--- src/rtl/ils_instr_gen.sv ---
// ils_instr_gen: constrained-random RV32I instruction source.
// Emits warmup NOPs, then a bounded stream of I-type ALU, load and store words
// derived from a 32-bit Galois LFSR, under a valid/ready handshake.
module ils_instr_gen #(
    parameter logic [31:0] SEED       = 32'd1019,
    parameter logic [15:0] NUM_INSTRS = 16'd100,
    parameter logic [3:0]  WARMUP     = 4'd2
) (
    input  logic        clk,
    input  logic        reset_n,
    input  logic        start,
    input  logic        instr_ready,
    output logic        instr_valid,
    output logic [31:0] instr,
    output logic        busy,
    output logic        done,
    output logic [15:0] cnt_alu,
    output logic [15:0] cnt_ld,
    output logic [15:0] cnt_st
);

    localparam logic [31:0] NOP       = 32'h00000013;
    localparam logic [31:0] FEEDBACK  = 32'h80200003;
    localparam logic [31:0] SEED_INIT = (SEED == 32'd0) ? 32'd1 : SEED;

    typedef enum logic [1:0] {
        S_IDLE,
        S_WARMUP,
        S_RUN,
        S_DONE
    } state_t;

    state_t      state_q;
    state_t      state_d;

    logic [31:0] lfsr_q;
    logic [31:0] word_q;
    logic        word_valid_q;
    logic [1:0]  class_q;
    logic [3:0]  warm_cnt_q;
    logic [15:0] gen_cnt_q;
    logic [15:0] acc_cnt_q;

    logic        accept;
    logic        load;
    logic        warm_exit;
    logic        clear_cnt;
    logic        count_acc;

    logic [31:0] step_a;
    logic [31:0] step_b;
    logic [31:0] new_word;
    logic [1:0]  choice;
    logic [11:0] imm;
    logic [11:0] imm_l;
    logic [2:0]  funct3;
    logic [2:0]  funct3_l;

    function automatic logic [31:0] lfsr_step(input logic [31:0] s);
        lfsr_step = s[0] ? ((s >> 1) ^ FEEDBACK) : (s >> 1);
    endfunction

    assign step_a = lfsr_step(lfsr_q);
    assign step_b = lfsr_step(step_a);

    assign instr_valid = (state_q == S_WARMUP) || ((state_q == S_RUN) && word_valid_q);
    assign instr       = (state_q == S_RUN) ? word_q : NOP;
    assign busy        = (state_q == S_WARMUP) || (state_q == S_RUN);
    assign done        = (state_q == S_DONE);
    assign accept      = instr_valid & instr_ready;

    // Build the candidate word from two LFSR steps: step_a supplies the low 32 random bits, step_b the high ones.
    always_comb begin
        choice   = step_a[1:0];
        funct3   = step_a[31:29];
        imm      = step_a[13:2];
        imm_l    = step_b[12:1];
        funct3_l = {step_b[0], 2'b00};
        if (funct3 == 3'd5) begin
            imm = imm & 12'h41F;
        end else if (funct3 == 3'd1) begin
            imm = imm & 12'h01F;
        end
        if (choice[1]) begin
            new_word = {imm, step_a[18:14], funct3, step_a[28:24], 7'b0010011};
        end else if (choice[0]) begin
            new_word = {imm_l[11:5], step_a[23:19], step_a[18:14], 3'b000, imm_l[4:0], 7'b0100011};
        end else begin
            new_word = {imm_l, step_a[18:14], funct3_l, step_a[28:24], 7'b0000011};
        end
    end

    // State register.
    always_ff @(posedge clk or negedge reset_n) begin
        if (!reset_n) begin
            state_q <= S_IDLE;
        end else begin
            state_q <= state_d;
        end
    end

    // Next-state and control decode; leaving warmup always loads the first random word in the same cycle.
    always_comb begin
        state_d   = state_q;
        load      = 1'b0;
        warm_exit = 1'b0;
        clear_cnt = 1'b0;
        count_acc = 1'b0;
        case (state_q)
            S_IDLE, S_DONE: begin
                if (start) begin
                    clear_cnt = 1'b1;
                    if (WARMUP == 4'd0) begin
                        warm_exit = 1'b1;
                    end else begin
                        state_d = S_WARMUP;
                    end
                end
            end
            S_WARMUP: begin
                if (instr_ready && (warm_cnt_q == WARMUP - 4'd1)) begin
                    warm_exit = 1'b1;
                end
            end
            S_RUN: begin
                load = (!word_valid_q || instr_ready) && (gen_cnt_q < NUM_INSTRS);
                if (accept) begin
                    count_acc = 1'b1;
                    if (acc_cnt_q + 16'd1 == NUM_INSTRS) begin
                        state_d = S_DONE;
                    end
                end
            end
            default: state_d = S_IDLE;
        endcase
        if (warm_exit) begin
            if (NUM_INSTRS == 16'd0) begin
                state_d = S_DONE;
            end else begin
                state_d = S_RUN;
                load    = 1'b1;
            end
        end
    end

    // Datapath: LFSR, held word, run bookkeeping and saturating per-class accept counters.
    always_ff @(posedge clk or negedge reset_n) begin
        if (!reset_n) begin
            lfsr_q       <= SEED_INIT;
            word_q       <= NOP;
            word_valid_q <= 1'b0;
            class_q      <= 2'b00;
            warm_cnt_q   <= 4'd0;
            gen_cnt_q    <= 16'd0;
            acc_cnt_q    <= 16'd0;
            cnt_alu      <= 16'd0;
            cnt_ld       <= 16'd0;
            cnt_st       <= 16'd0;
        end else begin
            if (clear_cnt) begin
                warm_cnt_q <= 4'd0;
            end else if ((state_q == S_WARMUP) && instr_ready) begin
                warm_cnt_q <= warm_cnt_q + 4'd1;
            end

            if (load) begin
                lfsr_q       <= step_b;
                word_q       <= new_word;
                class_q      <= choice;
                word_valid_q <= 1'b1;
                gen_cnt_q    <= warm_exit ? 16'd1 : gen_cnt_q + 16'd1;
            end else if (accept && (state_q == S_RUN)) begin
                word_valid_q <= 1'b0;
            end

            if (warm_exit) begin
                acc_cnt_q <= 16'd0;
            end else if (count_acc) begin
                acc_cnt_q <= acc_cnt_q + 16'd1;
            end

            if (clear_cnt) begin
                cnt_alu <= 16'd0;
                cnt_ld  <= 16'd0;
                cnt_st  <= 16'd0;
            end else if (count_acc) begin
                if (class_q[1]) begin
                    if (cnt_alu != 16'hFFFF) cnt_alu <= cnt_alu + 16'd1;
                end else if (class_q[0]) begin
                    if (cnt_st != 16'hFFFF) cnt_st <= cnt_st + 16'd1;
                end else begin
                    if (cnt_ld != 16'hFFFF) cnt_ld <= cnt_ld + 16'd1;
                end
            end
        end
    end

endmodule

--- config.mk ---
export PLATFORM = sky130hd
export DESIGN_NAME = ils_instr_gen
export DESIGN_NICKNAME = d
export VERILOG_FILES = /design/src/rtl/ils_instr_gen.sv
export SDC_FILE = /design/constraint.sdc
export NUM_CORES = 1
export LEC_CHECK = 0
export CAP_MARGIN = 20
export CORE_UTILIZATION = 40
export CTS_CLUSTER_DIAMETER = 60
export DETAILED_ROUTE_END_ITERATION = 7
export PLACE_DENSITY = 0.69
export SLEW_MARGIN = 0
export SYNTH_ARGS = -nofsm -noshare
export SYNTH_HDL_FRONTEND = slang
export SYNTH_SLANG_ARGS = --single-unit
--- constraint.sdc ---
create_clock -name clk -period 2.9 [get_ports clk]
set_input_delay 0.29 -clock clk [delete_from_list [all_inputs] [get_ports clk]]
set_output_delay 0.29 -clock clk [all_outputs]
set_load 0.02 [all_outputs]
==> run_results.csv <==
group,metric,value,unit
power_and_ir_drop,p_leak,3.95,nW
power_and_ir_drop,vdd_drop_max,0.000429,V
routing,vias_per_cell,4.96,
finish,fin_area,0.00868,mm^2
floorplan,start_util,0.408,
cts,cts.clk_slew.worst_paths,60,ps
logic_synthesis,async_reset_ff_frac,1.00,
logic_synthesis,yosysSeqAreaShare,0.507,
logic_synthesis,yosys_warnings,0,
timing,whs,459,ps
grt,overflow,0,
logic_synthesis,syn_inst,756,
finish,area_growth,23.4,%
logic_synthesis,ys.flop_type,"dfrtp_1",
logic_synthesis,syn_avg_cell_area,9.30,um^2
critical_path,r2r_slack,440,ps
grt,grt_antenna_before_repair,0,
routing,wire_per_inst,14.1,um
critical_path,worst-setup-path-type,"flip-flop to output port",
grt,grt_pass1_wl,25200,um
run_status,violations,"design-rule violations",
floorplan,die_w,135,um
floorplan,io_pins,87,
timing,slew_violations,0,
logic_synthesis,ys_types,53,
cts,cts_tree,"yes",
placed_design,gp_congestion,0.788,
cts,cts_sinks,142,
critical_path,cp.required,2610,ps
critical_path,critPathLaunchType,"flip-flop",
timing,final_hold_viol_count,0,
cts,root_buffer,"clkbuf_16",
routing,drcViolationCount,1,
critical_path,critPathSlowestCell,"clkdlybuf4s50_1",
finish,nNetsFinal,853,
logic_synthesis,ys_ff_latch,142,
timing,skew,13.4,ps
cts,cts_made_buffers,17,
placed_design,dpl_cell_area,0.00811,mm^2
placed_design,io_buffers,81,
finish,antenna_cells,0,
critical_path,worstPathArrival,2190,ps
cts,cts_max_level,4,
job,maxCapViolCount,0,
critical_path,cp_max_fo,25,
finish,drive_gt1_frac,0.0907,
floorplan,coreArea,0.0172,mm^2
cts,ctsHoldBuffers,1,
routing,routed-via-count,5322,
critical_path,worst-path-buf-inv,3,
floorplan,dieArea,0.0181,mm^2
cts,cts_buffer_depth,2,
critical_path,cp_cell_sequence,"inv_1 -> ha_1 -> buf_4 -> a21o_1 -> clkdlybuf4s50_1",
cts,clkLatencyLatePin,420,ps
routing,drt_pass1_iterations,6,
finish,n_fill_cell,1582,
critical_path,worstSetupEndpointType,"output port",
grt,grt_usage,0.177,
run_status,status,"finished, violations left",
worst_hold_path,hold_path_class,"flip-flop to flip-flop",
critical_path,cp_slowest_stage_delay,620,ps
critical_path,cp_top_family,"buffers and inverters",
timing,fin_crit,2480,ps
timing,final-setup-viol-count,0,
timing,tns,0,ps
timing,max-slew-margin-rel,0.491,
routing,ant_nets,0,
placed_design,dp_hpwl,10400,um
floorplan,num_rows,48,
cts,post-cts-setup-buffers,0,
logic_synthesis,synth-edff-count,0,
timing,rsz0062_at_grt,"no",
grt,grt_pass1_vias,4949,
logic_synthesis,synth_area,0.00703,mm^2
routing,routed_wl,15100,um
timing,tightest_slew,763,ps
timing,max_freq,0.404,GHz
timing,fin_crit_sh,0.854,
grt,grt_max_degree,83,
power_and_ir_drop,p_per_area,769,mW/mm^2
cts,cts_resized,0,
routing,drt_iter0_drc,385,
floorplan,die_h,135,um
-- where the power goes --
part / total, W / internal (W) / switching [W] / leakage (nW)
clock network: 0.00204 / 0.00115 / 0.000887 / 0.261
logic: 0.00182 / 0.000710 / 0.00111 / 1.81
registers: 0.00281 / 0.00243 / 0.000377 / 1.88
-- routing by layer --
layer  global-route usage  wire (um)  vias to the layer above  share of wire
met5                    0          0                        -              0
met4               0.0693        145                        0         0.0096
met3               0.0342        447                       12          0.030
met2                0.270       7020                       76           0.46
met1                0.250       7500                     2556           0.50
li1                     -          -                     2678              -
-- state kept, by name, indices dropped and copies added, names as in the netlist --
register      cells
state_q           2
cnt_st           16
warm_cnt_q        4
class_q           2
acc_cnt_q        16
word_valid_q      1
cnt_alu          16
word_q           22
gen_cnt_q        16
lfsr_q           31
cnt_ld           16
-- final cells by class --
type / instances / area, um^2 / share of cell area
multi-input cells: 559 / 3250 / 0.374
flip-flops and latches: 142 / 3570 / 0.411
inverters: 15 / 56.3 / 0.00649
repair buffers: 101 / 965 / 0.111
well taps: 225 / 282 / 0.0324
clock buffers: 19 / 453 / 0.0522
clock inverters: 13 / 106 / 0.0123
-- logic make-up after synthesis --
kind of cell,after synthesis,synth area share
multiplexers,20,0.0292
XOR/XNOR,70,0.0872
adder cells (fa/ha/maj),13,0.0231
AND/OR/NAND/NOR,374,0.248
other,2,0.00107
AO/OA/AOI/OAI,77,0.0696
flip-flops,142,0.507
buffers and inverters,58,0.0343
-- final timing paths --
path / from / to / cells after the start
min in group asynchronous: reset_n / cnt_ld[5] / 2
setup / recovery: state_q[0] / instr_valid / 5
max in group asynchronous: reset_n / lfsr_q[4] / 3
hold reg to reg: word_q[29] / word_q[29] / 2
hold / removal: word_q[29] / word_q[29] / 2
setup reg to reg: state_q[0] / word_q[9] / 9
-- worst register-to-register path: stages, from the launching register on --
cell and delay (ps):
dfrtp_1 410, inv_1 90, ha_1 220, buf_4 250, nor3b_1 280, and4_1 460
nor2_4 130, buf_4 270, nand2_1 130, o21ai_0 100
-- synthesized netlist by cell type, types with 13 or more instances --
master | instances | area share
clkbuf_1 | 26 | 0.014
dfrtp_1 | 132 | 0.47
nand3_1 | 31 | 0.022
xnor2_1 | 36 | 0.045
nor2_1 | 98 | 0.052
and2_1 | 37 | 0.033
nand2_1 | 141 | 0.075
ha_1 | 13 | 0.023
mux2i_1 | 16 | 0.023
nand4_1 | 17 | 0.015
a21oi_1 | 18 | 0.013
xor2_1 | 34 | 0.042
inv_1 | 15 | 0.0080
o21ai_0 | 25 | 0.018
-- metrics by stage --
stage / std cells / power, W / setup WS [ps] / utilization
2_1_floorplan: 759 / 0.00402 / 621 / -
3_3_place_gp: 1041 / 0.00463 / 432 / 0.470
3_5_place_dp: 1041 / 0.00467 / 448 / 0.470
4_1_cts: 1074 / 0.00674 / 377 / 0.503
5_1_grt: 1074 / 0.00710 / 226 / 0.503
6_report: 1074 / 0.00667 / 423 / 0.503
-- placed cells by master (no fill, tap or decap), types with 2 or more instances in the layout --
cell	n
a211oi_1	10
a21oi_1	18
a31o_2	2
a31oi_1	4
and2_1	36
and3_1	10
and4_1	5
buf_4	19
clkbuf_16	17
clkbuf_8	2
clkdlybuf4s50_1	80
clkinv_4	2
clkinvlp_4	5
conb_1	5
dfrtp_1	132
dfstp_2	10
ha_1	13
inv_1	15
inv_6	4
mux2_2	4
mux2i_1	16
nand2_1	141
nand2b_1	4
nand3_1	31
nand4_1	17
nor2_1	97
nor2b_1	2
nor3_1	8
nor3b_1	2
nor4_1	7
o211a_1	2
o21a_1	3
o21ai_0	25
or3_1	5
or4_1	2
xnor2_1	36
xor2_1	34
Power figures use the tool's default switching activity.
